**config.mk**
```make
export PLATFORM = sky130hd
export DESIGN_NAME = perf_stats_reporter
export DESIGN_NICKNAME = d
export VERILOG_FILES = /design/src/rtl/perf_stats_reporter.sv
export SDC_FILE = /design/constraint.sdc
export NUM_CORES = 1
export LEC_CHECK = 0
export CAP_MARGIN = 30
export CORE_UTILIZATION = 53
export DETAILED_ROUTE_END_ITERATION = 7
export PLACE_DENSITY = 0.78
export SYNTH_ARGS = -nofsm -noshare
export SYNTH_HDL_FRONTEND = slang
export SYNTH_SLANG_ARGS = --single-unit
```
**constraint.sdc**
```tcl
create_clock -name clk -period 11.3 [get_ports clk]
set_input_delay 1.13 -clock clk [delete_from_list [all_inputs] [get_ports clk]]
set_output_delay 1.13 -clock clk [all_outputs]
set_load 0.02 [all_outputs]
```
**src/rtl/perf_stats_reporter.sv**
```systemverilog
// Stats record capture FIFO + framer: A5, seq, util/lat/tput MSB-first [, XOR chk if PERF_RPT_CHKSUM_EN].
// Latency: record written at edge k into idle/empty path -> header byte valid from edge k+1.
// Backpressure: tx bytes held until tx_ready; monitor never stalled, overflow records dropped and counted.
module perf_stats_reporter #(
   parameter int COUNTER_WIDTH = 32,
   parameter int FIFO_DEPTH    = 4
) (
   input  logic                     clk,
   input  logic                     rst_n,
   input  logic                     stat_valid,
   input  logic [COUNTER_WIDTH-1:0] stat_util,
   input  logic [COUNTER_WIDTH-1:0] stat_lat,
   input  logic [COUNTER_WIDTH-1:0] stat_tput,
   output logic                     tx_valid,
   input  logic                     tx_ready,
   output logic [7:0]               tx_data,
   output logic                     tx_sof,
   output logic                     tx_eof,
   output logic [7:0]               frame_seq,
   output logic [15:0]              drop_count,
   output logic                     busy
);

   localparam int RW  = 3 * COUNTER_WIDTH;
   localparam int NB  = RW / 8;
   localparam int BCW = $clog2(NB);
   localparam int AW  = $clog2(FIFO_DEPTH);
   localparam logic [BCW-1:0] LAST_IDX = BCW'(NB - 1);
   localparam logic [AW:0]    FULL_CNT = (AW + 1)'(FIFO_DEPTH);

   typedef enum logic [2:0] {S_IDLE, S_HDR, S_SEQ, S_PAYLOAD, S_CHK} state_t;

   logic [RW-1:0]  mem_q [FIFO_DEPTH];
   logic [AW-1:0]  wr_ptr_q, rd_ptr_q;
   logic [AW:0]    count_q, count_d;
   logic [15:0]    drop_q;
   state_t         state_q;
   logic [RW-1:0]  frame_q;
   logic [BCW-1:0] byte_cnt_q;
   logic [BCW-1:0] pay_idx;
   logic [RW-1:0]  pay_shift;
   logic [7:0]     pay_byte;
   logic           tx_valid_q, sof_q, eof_q;
   logic [7:0]     tx_data_q, seq_q;
   logic           fifo_full, fifo_empty, push, pop, xfer;

   always_comb begin
      fifo_full  = (count_q == FULL_CNT);
      fifo_empty = (count_q == '0);
      push       = stat_valid & ~fifo_full;
      pop        = (state_q == S_IDLE) & ~fifo_empty;
      xfer       = tx_valid_q & tx_ready;
      count_d    = count_q;
      if (push && !pop)
         count_d = count_q + 1'b1;
      else if (pop && !push)
         count_d = count_q - 1'b1;
      // byte to present after the current transfer: first payload byte from SEQ, else the next one
      pay_idx    = (state_q == S_PAYLOAD) ? byte_cnt_q + 1'b1 : '0;
      pay_shift  = frame_q << {pay_idx, 3'b000};
      pay_byte   = pay_shift[RW-1 -: 8];
   end

   always_ff @(posedge clk) begin
      if (push)
         mem_q[wr_ptr_q] <= {stat_util, stat_lat, stat_tput};
   end

   always_ff @(posedge clk or negedge rst_n) begin
      if (!rst_n) begin
         wr_ptr_q <= '0;
         rd_ptr_q <= '0;
         count_q  <= '0;
         drop_q   <= '0;
      end else begin
         count_q <= count_d;
         if (push)
            wr_ptr_q <= wr_ptr_q + 1'b1;
         if (pop)
            rd_ptr_q <= rd_ptr_q + 1'b1;
         if (stat_valid && fifo_full && drop_q != 16'hFFFF)
            drop_q <= drop_q + 16'd1;
      end
   end

`ifdef PERF_RPT_CHKSUM_EN
   logic [7:0] chk_q;

   always_ff @(posedge clk or negedge rst_n) begin
      if (!rst_n)
         chk_q <= '0;
      else if (pop)
         chk_q <= '0;
      else if (xfer)
         chk_q <= chk_q ^ tx_data_q;
   end
`endif

   always_ff @(posedge clk or negedge rst_n) begin
      if (!rst_n) begin
         state_q    <= S_IDLE;
         frame_q    <= '0;
         byte_cnt_q <= '0;
         tx_valid_q <= 1'b0;
         tx_data_q  <= '0;
         sof_q      <= 1'b0;
         eof_q      <= 1'b0;
         seq_q      <= '0;
      end else begin
         case (state_q)
            S_IDLE: begin
               if (!fifo_empty) begin
                  frame_q    <= mem_q[rd_ptr_q];
                  tx_valid_q <= 1'b1;
                  tx_data_q  <= 8'hA5;
                  sof_q      <= 1'b1;
                  eof_q      <= 1'b0;
                  state_q    <= S_HDR;
               end
            end
            S_HDR: begin
               if (xfer) begin
                  tx_data_q <= seq_q;
                  sof_q     <= 1'b0;
                  state_q   <= S_SEQ;
               end
            end
            S_SEQ: begin
               if (xfer) begin
                  tx_data_q  <= pay_byte;
                  byte_cnt_q <= '0;
                  state_q    <= S_PAYLOAD;
               end
            end
            S_PAYLOAD: begin
               if (xfer) begin
                  if (byte_cnt_q == LAST_IDX) begin
`ifdef PERF_RPT_CHKSUM_EN
                     tx_data_q <= chk_q ^ tx_data_q;
                     eof_q     <= 1'b1;
                     state_q   <= S_CHK;
`else
                     tx_valid_q <= 1'b0;
                     eof_q      <= 1'b0;
                     seq_q      <= seq_q + 8'd1;
                     state_q    <= S_IDLE;
`endif
                  end else begin
                     byte_cnt_q <= byte_cnt_q + 1'b1;
                     tx_data_q  <= pay_byte;
`ifndef PERF_RPT_CHKSUM_EN
                     eof_q      <= (byte_cnt_q + 1'b1 == LAST_IDX);
`endif
                  end
               end
            end
`ifdef PERF_RPT_CHKSUM_EN
            S_CHK: begin
               if (xfer) begin
                  tx_valid_q <= 1'b0;
                  eof_q      <= 1'b0;
                  seq_q      <= seq_q + 8'd1;
                  state_q    <= S_IDLE;
               end
            end
`endif
            default: state_q <= S_IDLE;
         endcase
      end
   end

   assign tx_valid   = tx_valid_q;
   assign tx_data    = tx_data_q;
   assign tx_sof     = sof_q;
   assign tx_eof     = eof_q;
   assign frame_seq  = seq_q;
   assign drop_count = drop_q;
   assign busy       = (state_q != S_IDLE) | ~fifo_empty;

endmodule

```
==> results.cfg, run 1 <==
[routing]
via_count = 11300
dr_wl_met2_um = 21700
ant_nets = 0
wire_per_inst_um = 22.2
routed.top_layer = met5
drc_errors = 0
drt_iter0_drc = 930
first_pass_iters = 5
wirelength_um = 43500
routed_via_density = 5.77
wl_met1_um = 18100
dr_wl_met3_um = 2680

[critical_path]
startpoint_type = register
crit_slowest_cell = clkdlybuf4s50_1
crit_top_cell = inv_1
worstPathCellList = inv_1 -> ha_1 -> nor4b_1 -> inv_1 -> clkdlybuf4s50_1
required_ns = 10.17
path_max_fanout = 6
arrival_ns = 2.61
reg2reg_from = byte_cnt_q[0]$_DFFE_PN0P_
critPathBufInv = 3
slowest_delay_ns = 0.58
r2r-end = tx_data[6]$_DFFE_PN0P_
path_delay_family = buffers and inverters
worstSetupPathType = register to primary output
critPathCaptureType = primary output
rr_worst_depth = 7
worst-r2r-setup-slack_ns = 8.21

[timing]
fin_crit_ns = 3.74
rsz0062_at_grt = false
max_slew_margin_pct = 37.9
setup-tns-final_ns = 0
clock.fmax_mhz = 267
slew_violations = 0
finalCritPeriodShare_pct = 33.1
finalHoldViolCount = 0
worst_pin_slew_ns = 0.931
setup_viol = 0
skew_ns = 0.0211

[clock_network]
hold_buffers = 0
cts_setup_buffers = 0
path_clk_slew_ns = 0.06
clkSinkCount = 528
max-clock-path-buffers = 3
tritoncts = built
cts_max_level = 2
clkLatencyLatePin_ns = 0.59
cts_made_buffers = 52
cts.repair.resized = 0
cts-root-buf = clkbuf_16

[power_and_ir_drop]
vdd_ir_drop_max_uv = 163
p_int_mw = 4.49
power.switching_mw = 2.17
comb_power_share_pct = 29.7
p_leak_nw = 8.99
switching_share_pct = 32.6
power.density_nw_per_um2 = 273
clockPowerShare_pct = 26.7
seq_power_share_pct = 43.6

[die]
die_x_um = 200
initial_core_util_pct = 53.8
row_count = 72
ioPinCount = 136
design.core.area_um2 = 38600
die_y_um = 200
die_area_um2 = 40000

[grt]
antenna_found_initial = 2
grt_pass1_wl_um = 67300
grt.total_usage_pct = 22.7
overflow = 0
grt_pass1_vias = 11500
grt_max_degree = 84

[yosys]
yosys.area.top_type = edfxtp_1
synth-async-reset-ratio_pct = 27.3
yosysWarnings = 0
syn_area_um2 = 20800
synth_top_area_share_pct = 55.5
netlist_instances = 1258
ys_types = 59
synth_edf_count = 384
avgSynthCellArea_um2 = 16.5
ys_ff_latch = 528
yosys-top-cells-area = edfxtp_1, dfrtp_1, mux4_2
synth_nets = 1372
ys_seq_area_share_pct = 72.8
yosys_most_used_dff = edfxtp_1

[place]
dp_hpwl_um = 26400
gp_congestion = 0.898
io_buffers = 135

[worst_hold_path]
hold_depth = 2
min_from = frame_q[4]$_DFFE_PN0P_
whs_endpoint = frame_q[4]$_DFFE_PN0P_
hold_class = register to register

[outcome]
status = finished, final reports clean

[layout]
most-common-layout-cells = edfxtp_1, nand2_1, dfrtp_1
drive_above_1_share_pct = 15.2
area_growth_pct = 17.4
final_common_cell = edfxtp_1
final_util_pct = 63.1
nets = 1512

[job]
drv_cap = 0
-- metal layers --
layer  global-route usage [%]  vias to the layer above
li1                         -                     5029
met1                     31.7                     5844
met2                     36.8                      355
met3                     4.69                       72
met4                     5.91                        2
met5                        0                        -
-- power by group through the flow --
stage / registers [mW] / logic (mW) / clock network (mW)
2_1_floorplan: 2.83 / 1.46 / 0
3_3_place_gp: 2.92 / 1.92 / 0
3_5_place_dp: 2.94 / 1.98 / 0
4_1_cts: 2.91 / 2.00 / 1.81
5_1_grt: 2.95 / 2.17 / 1.89
6_report: 2.91 / 1.98 / 1.78
-- kinds of logic (layout without fill, tap and decap cells) --
logic type | Yosys count | after routing | synth area share [%]
mux | 117 | 117 | 11.9
flops | 528 | 528 | 72.8
simple gates | 399 | 399 | 8.02
other cells | 0 | 1 | 0
fa+ha+maj | 14 | 14 | 0.879
compound gates | 96 | 96 | 3.34
xor+xnor | 31 | 31 | 1.40
buf+inv | 73 | 256 | 1.66
-- sequential cells by signal (all words and copies together) (netlist names) --
register and cells:
drop_count 16, tx_data 8, tx_sof 1, frame_q 96
byte_cnt_q 4, frame_seq 8, mem_q 384, wr_ptr_q 2
tx_valid 1, rd_ptr_q 2, state_q 2, tx_eof 1
count_q 3
-- worst max-delay path by stage --
stage / end / from / cells past startpoint
finish: busy / state_q[0]$_DFFE_PN0P_ / 5
global placement: mem_q[0][42]$_DFFE_PP_ / stat_valid / 4
detailed placement: mem_q[0][41]$_DFFE_PP_ / stat_valid / 4
CTS: busy / state_q[0]$_DFFE_PN0P_ / 5
floorplan: mem_q[0][0]$_DFFE_PP_ / stat_valid / 2
global route: busy / state_q[0]$_DFFE_PN0P_ / 5
-- per-stage QoR --
stage               instance area (µm²)  power [mW]  std cells  setup WS (ns)  hold WS (ns)
detailed placement                22600        4.92       1862           7.20         0.459
finish                            24400        6.66       1960           7.56         0.472
CTS                               24400        6.72       1959           7.51         0.474
floorplan                         20800        4.29       1258           7.05         0.437
global route                      24400        7.00       1960           7.40         0.495
global placement                  22600        4.84       1860           7.23         0.452
-- area by class of cell --
class	instances	area, µm²
Fill cell	2682	14200
Clock inverter	22	259
Antenna cell	1	2.50
Multi-Input combinational cell	657	5320
Clock buffer	75	1520
Inverter	10	37.5
Sequential cell	528	15100
Timing Repair Buffer	149	1480
Tap cell	518	648
-- worst reg2reg max path, stage by stage, from the launching register on --
cell	delay, ns
dfrtp_1	0.32
buf_4	0.39
inv_2	0.35
ha_1	0.75
nand2b_1	0.39
or4_1	0.43
a32oi_1	0.24
o21ai_0	0.10
-- synth_stat cells (3+ instances only) --
cell type,number
xnor2_1,22
nor2b_1,9
buf_6,4
edfxtp_1,384
buf_1,11
o221ai_1,5
a21oi_1,11
nand2b_1,5
and2_1,6
dfrtp_1,144
clkbuf_1,19
inv_1,8
xor2_1,8
buf_2,27
nand3_1,9
a2111oi_0,4
a211o_1,5
mux2_2,4
nor2_1,22
ha_1,13
and3_1,6
mux4_2,102
o22ai_1,6
and4_1,5
a32o_1,3
nand4_1,8
a22oi_1,8
a31oi_1,9
o21ai_0,13
mux2i_1,10
a211oi_1,3
o211ai_1,7
nand2_1,318
o2bb2ai_1,4
No activity file was read; power rests on OpenSTA's default activity.
==> inputs of run 2 (changes only) <==
--- a/config.mk
+++ b/config.mk
@@ -8,7 +8,7 @@
 export CAP_MARGIN = 30
 export CORE_UTILIZATION = 53
 export DETAILED_ROUTE_END_ITERATION = 7
-export PLACE_DENSITY = 0.78
+export PLACE_DENSITY = 0.81
 export SYNTH_ARGS = -nofsm -noshare
 export SYNTH_HDL_FRONTEND = slang
 export SYNTH_SLANG_ARGS = --single-unit
==> constraint.sdc (replaced) <==
create_clock -name clk -period 3.3 [get_ports clk]
set_input_delay 0.33 -clock clk [delete_from_list [all_inputs] [get_ports clk]]
set_output_delay 0.33 -clock clk [all_outputs]
set_load 0.02 [all_outputs]
==> run 2 against run 1 <==
Largest cell class unchanged. Via count grew 1.5%. Setup slack lost 7.2 ns. Register-to-register slack lost 7.4 ns. Critical path type unchanged. Power grew to 3.5 times the previous value. Non-clock buffer count grew 18. First-iteration DRC count down 2.5%. Core utilization is 0.86 points higher.
==> results.cfg, run 2 (synthesis gave the netlist of run 1 again) <==
[timing]
fin_crit_ns = 2.96
clock.fmax_mhz = 337
worst_slack_ns = 0.337
rsz0062_at_grt = false
finalCritPeriodShare_pct = 89.8
timing.hold.ws_ns = 0.364
slew_violations = 0
skew_ns = 0.0155
worst_pin_slew_ns = 0.891
max_slew_margin_pct = 40.6
finalHoldViolCount = 0
setup-tns-final_ns = 0
setup_viol = 0

[place]
dp_hpwl_um = 28100
gp_congestion = 0.912
place_area_um2 = 22900
place_ws_ns = 0.858
io_buffers = 135

[clock_network]
clkSinkCount = 528
cts.repair.resized = 0
path_clk_slew_ns = 0.06
cts_made_buffers = 52
tritoncts = built
cts_max_level = 2
max-clock-path-buffers = 3
clkLatencyLatePin_ns = 0.60
cts-root-buf = clkbuf_16

[layout]
n_antenna_cell = 0
area_growth_pct = 19.0
multiInputGateArea_um2 = 5320
drive_above_1_share_pct = 16.1
register_area_um2 = 15100
nets = 1530
regMostFlops = mem_q
final_common_cell = edfxtp_1
fin_area_um2 = 24700
most-common-layout-cells = edfxtp_1, nand2_1, dfrtp_1
fillCellCount = 2607
largest_reg_flops = 384

[critical_path]
reg2reg_from = byte_cnt_q[1]$_DFFE_PN0P_
startpoint = state_q[0]$_DFFE_PN0P_
worstSetupPathType = register to primary output
path_max_fanout = 6
worst-r2r-setup-slack_ns = 0.77
arrival_ns = 2.63
critPathCaptureType = primary output
required_ns = 2.97
startpoint_type = register

[worst_hold_path]
hold_class = input port to register
min_from = stat_util[12]

[grt]
overflow = 0
grt.total_usage_pct = 23.5
grt_pass1_wl_um = 68800
grt_pass1_vias = 11800
antenna_found_initial = 0
grt_max_degree = 99

[power_and_ir_drop]
p_leak_nw = 9.13
vdd_ir_drop_max_uv = 765
power.density_nw_per_um2 = 936

[routing]
via_count = 11500
ant_nets = 0
wire_per_inst_um = 22.8
routed_via_density = 5.80
drt_iter0_drc = 907
first_pass_iters = 5
wirelength_um = 45000
drc_errors = 0

[die]
die_y_um = 200
design.core.area_um2 = 38600
die_area_um2 = 40000
ioPinCount = 136
row_count = 72
die_x_um = 200
initial_core_util_pct = 53.8

[outcome]
status = finished, final reports clean

[job]
drv_cap = 0
-- run 2: cell types whose count changed in the layout (fill, tap and decap cells not counted), sizes merged --
cell / delta
diode: -1
buf: +17
clkbuf: -4
inv: +5
bufinv: +1
clkinv: -1
dlygate4sd3: +1
-- run 2: per-stage QoR --
step | power [mW] | utilization, % | instances
floorplan | 14.6 | - | 1258
global placement | 16.9 | 59.3 | 1878
detailed placement | 17.1 | 59.3 | 1878
CTS | 23.3 | 63.9 | 1977
global route | 24.3 | 64.0 | 1978
finish | 23.2 | 64.0 | 1978
-- run 2: final timing paths --
| kind | to | cells after the start |
|---|---|---|
| worst max register to register | tx_data[1]$_DFFE_PN0P_ | 6 |
| min in group asynchronous | count_q[1]$_DFFE_PN0P_ | 2 |
| max in group asynchronous | frame_q[53]$_DFFE_PN0P_ | 3 |
| worst min register to register | frame_q[5]$_DFFE_PN0P_ | 2 |
| worst max-delay path | busy | 5 |
| worst min-delay path | mem_q[3][76]$_DFFE_PP_ | 1 |
-- run 2: cell type report --
cell class	count	share of cell area (%)
sequential	528	61.2
inverter	10	0.152
clock inverter	27	1.34
clock buffer	71	5.87
multi-input combinational	657	21.5
tap	518	2.62
timing repair buffer	167	7.31
-- run 2: repair_timing --
item | 4_1_cts | 5_1_grt
hold buffers | 1 | 0
endpoints found under the hold margin | 88 | 0
buffers inserted | 0 | 0
setup endpoints to repair | 0 | 0
-- run 2: report_power, final --
group | total [mW] | internal [mW] | switching [mW] | leakage [nW]
combinational | 7.03 | 3.03 | 4.00 | 2.94
sequential | 10.0 | 8.95 | 1.09 | 5.32
clock | 6.09 | 3.59 | 2.50 | 0.879
total | 23.2 | 15.6 | 7.59 | 9.13
-- run 2: metal layers --
metal | GRT usage [%] | up-vias | routed length (µm) | share of wire, %
li1 | - | 5084 | - | -
met1 | 31.7 | 5825 | 17900 | 40
met2 | 38.1 | 457 | 22500 | 50
met3 | 4.74 | 101 | 3150 | 7.0
met4 | 9.02 | 0 | 1510 | 3.4
met5 | 0 | - | 0 | 0
-- run 2: worst max-delay path: stages (launching register included) --
cell	delay, ns
dfrtp_1	0.40
inv_1	0.11
ha_1	0.28
nor4b_1	0.45
inv_1	0.21
clkdlybuf4s50_1	0.58
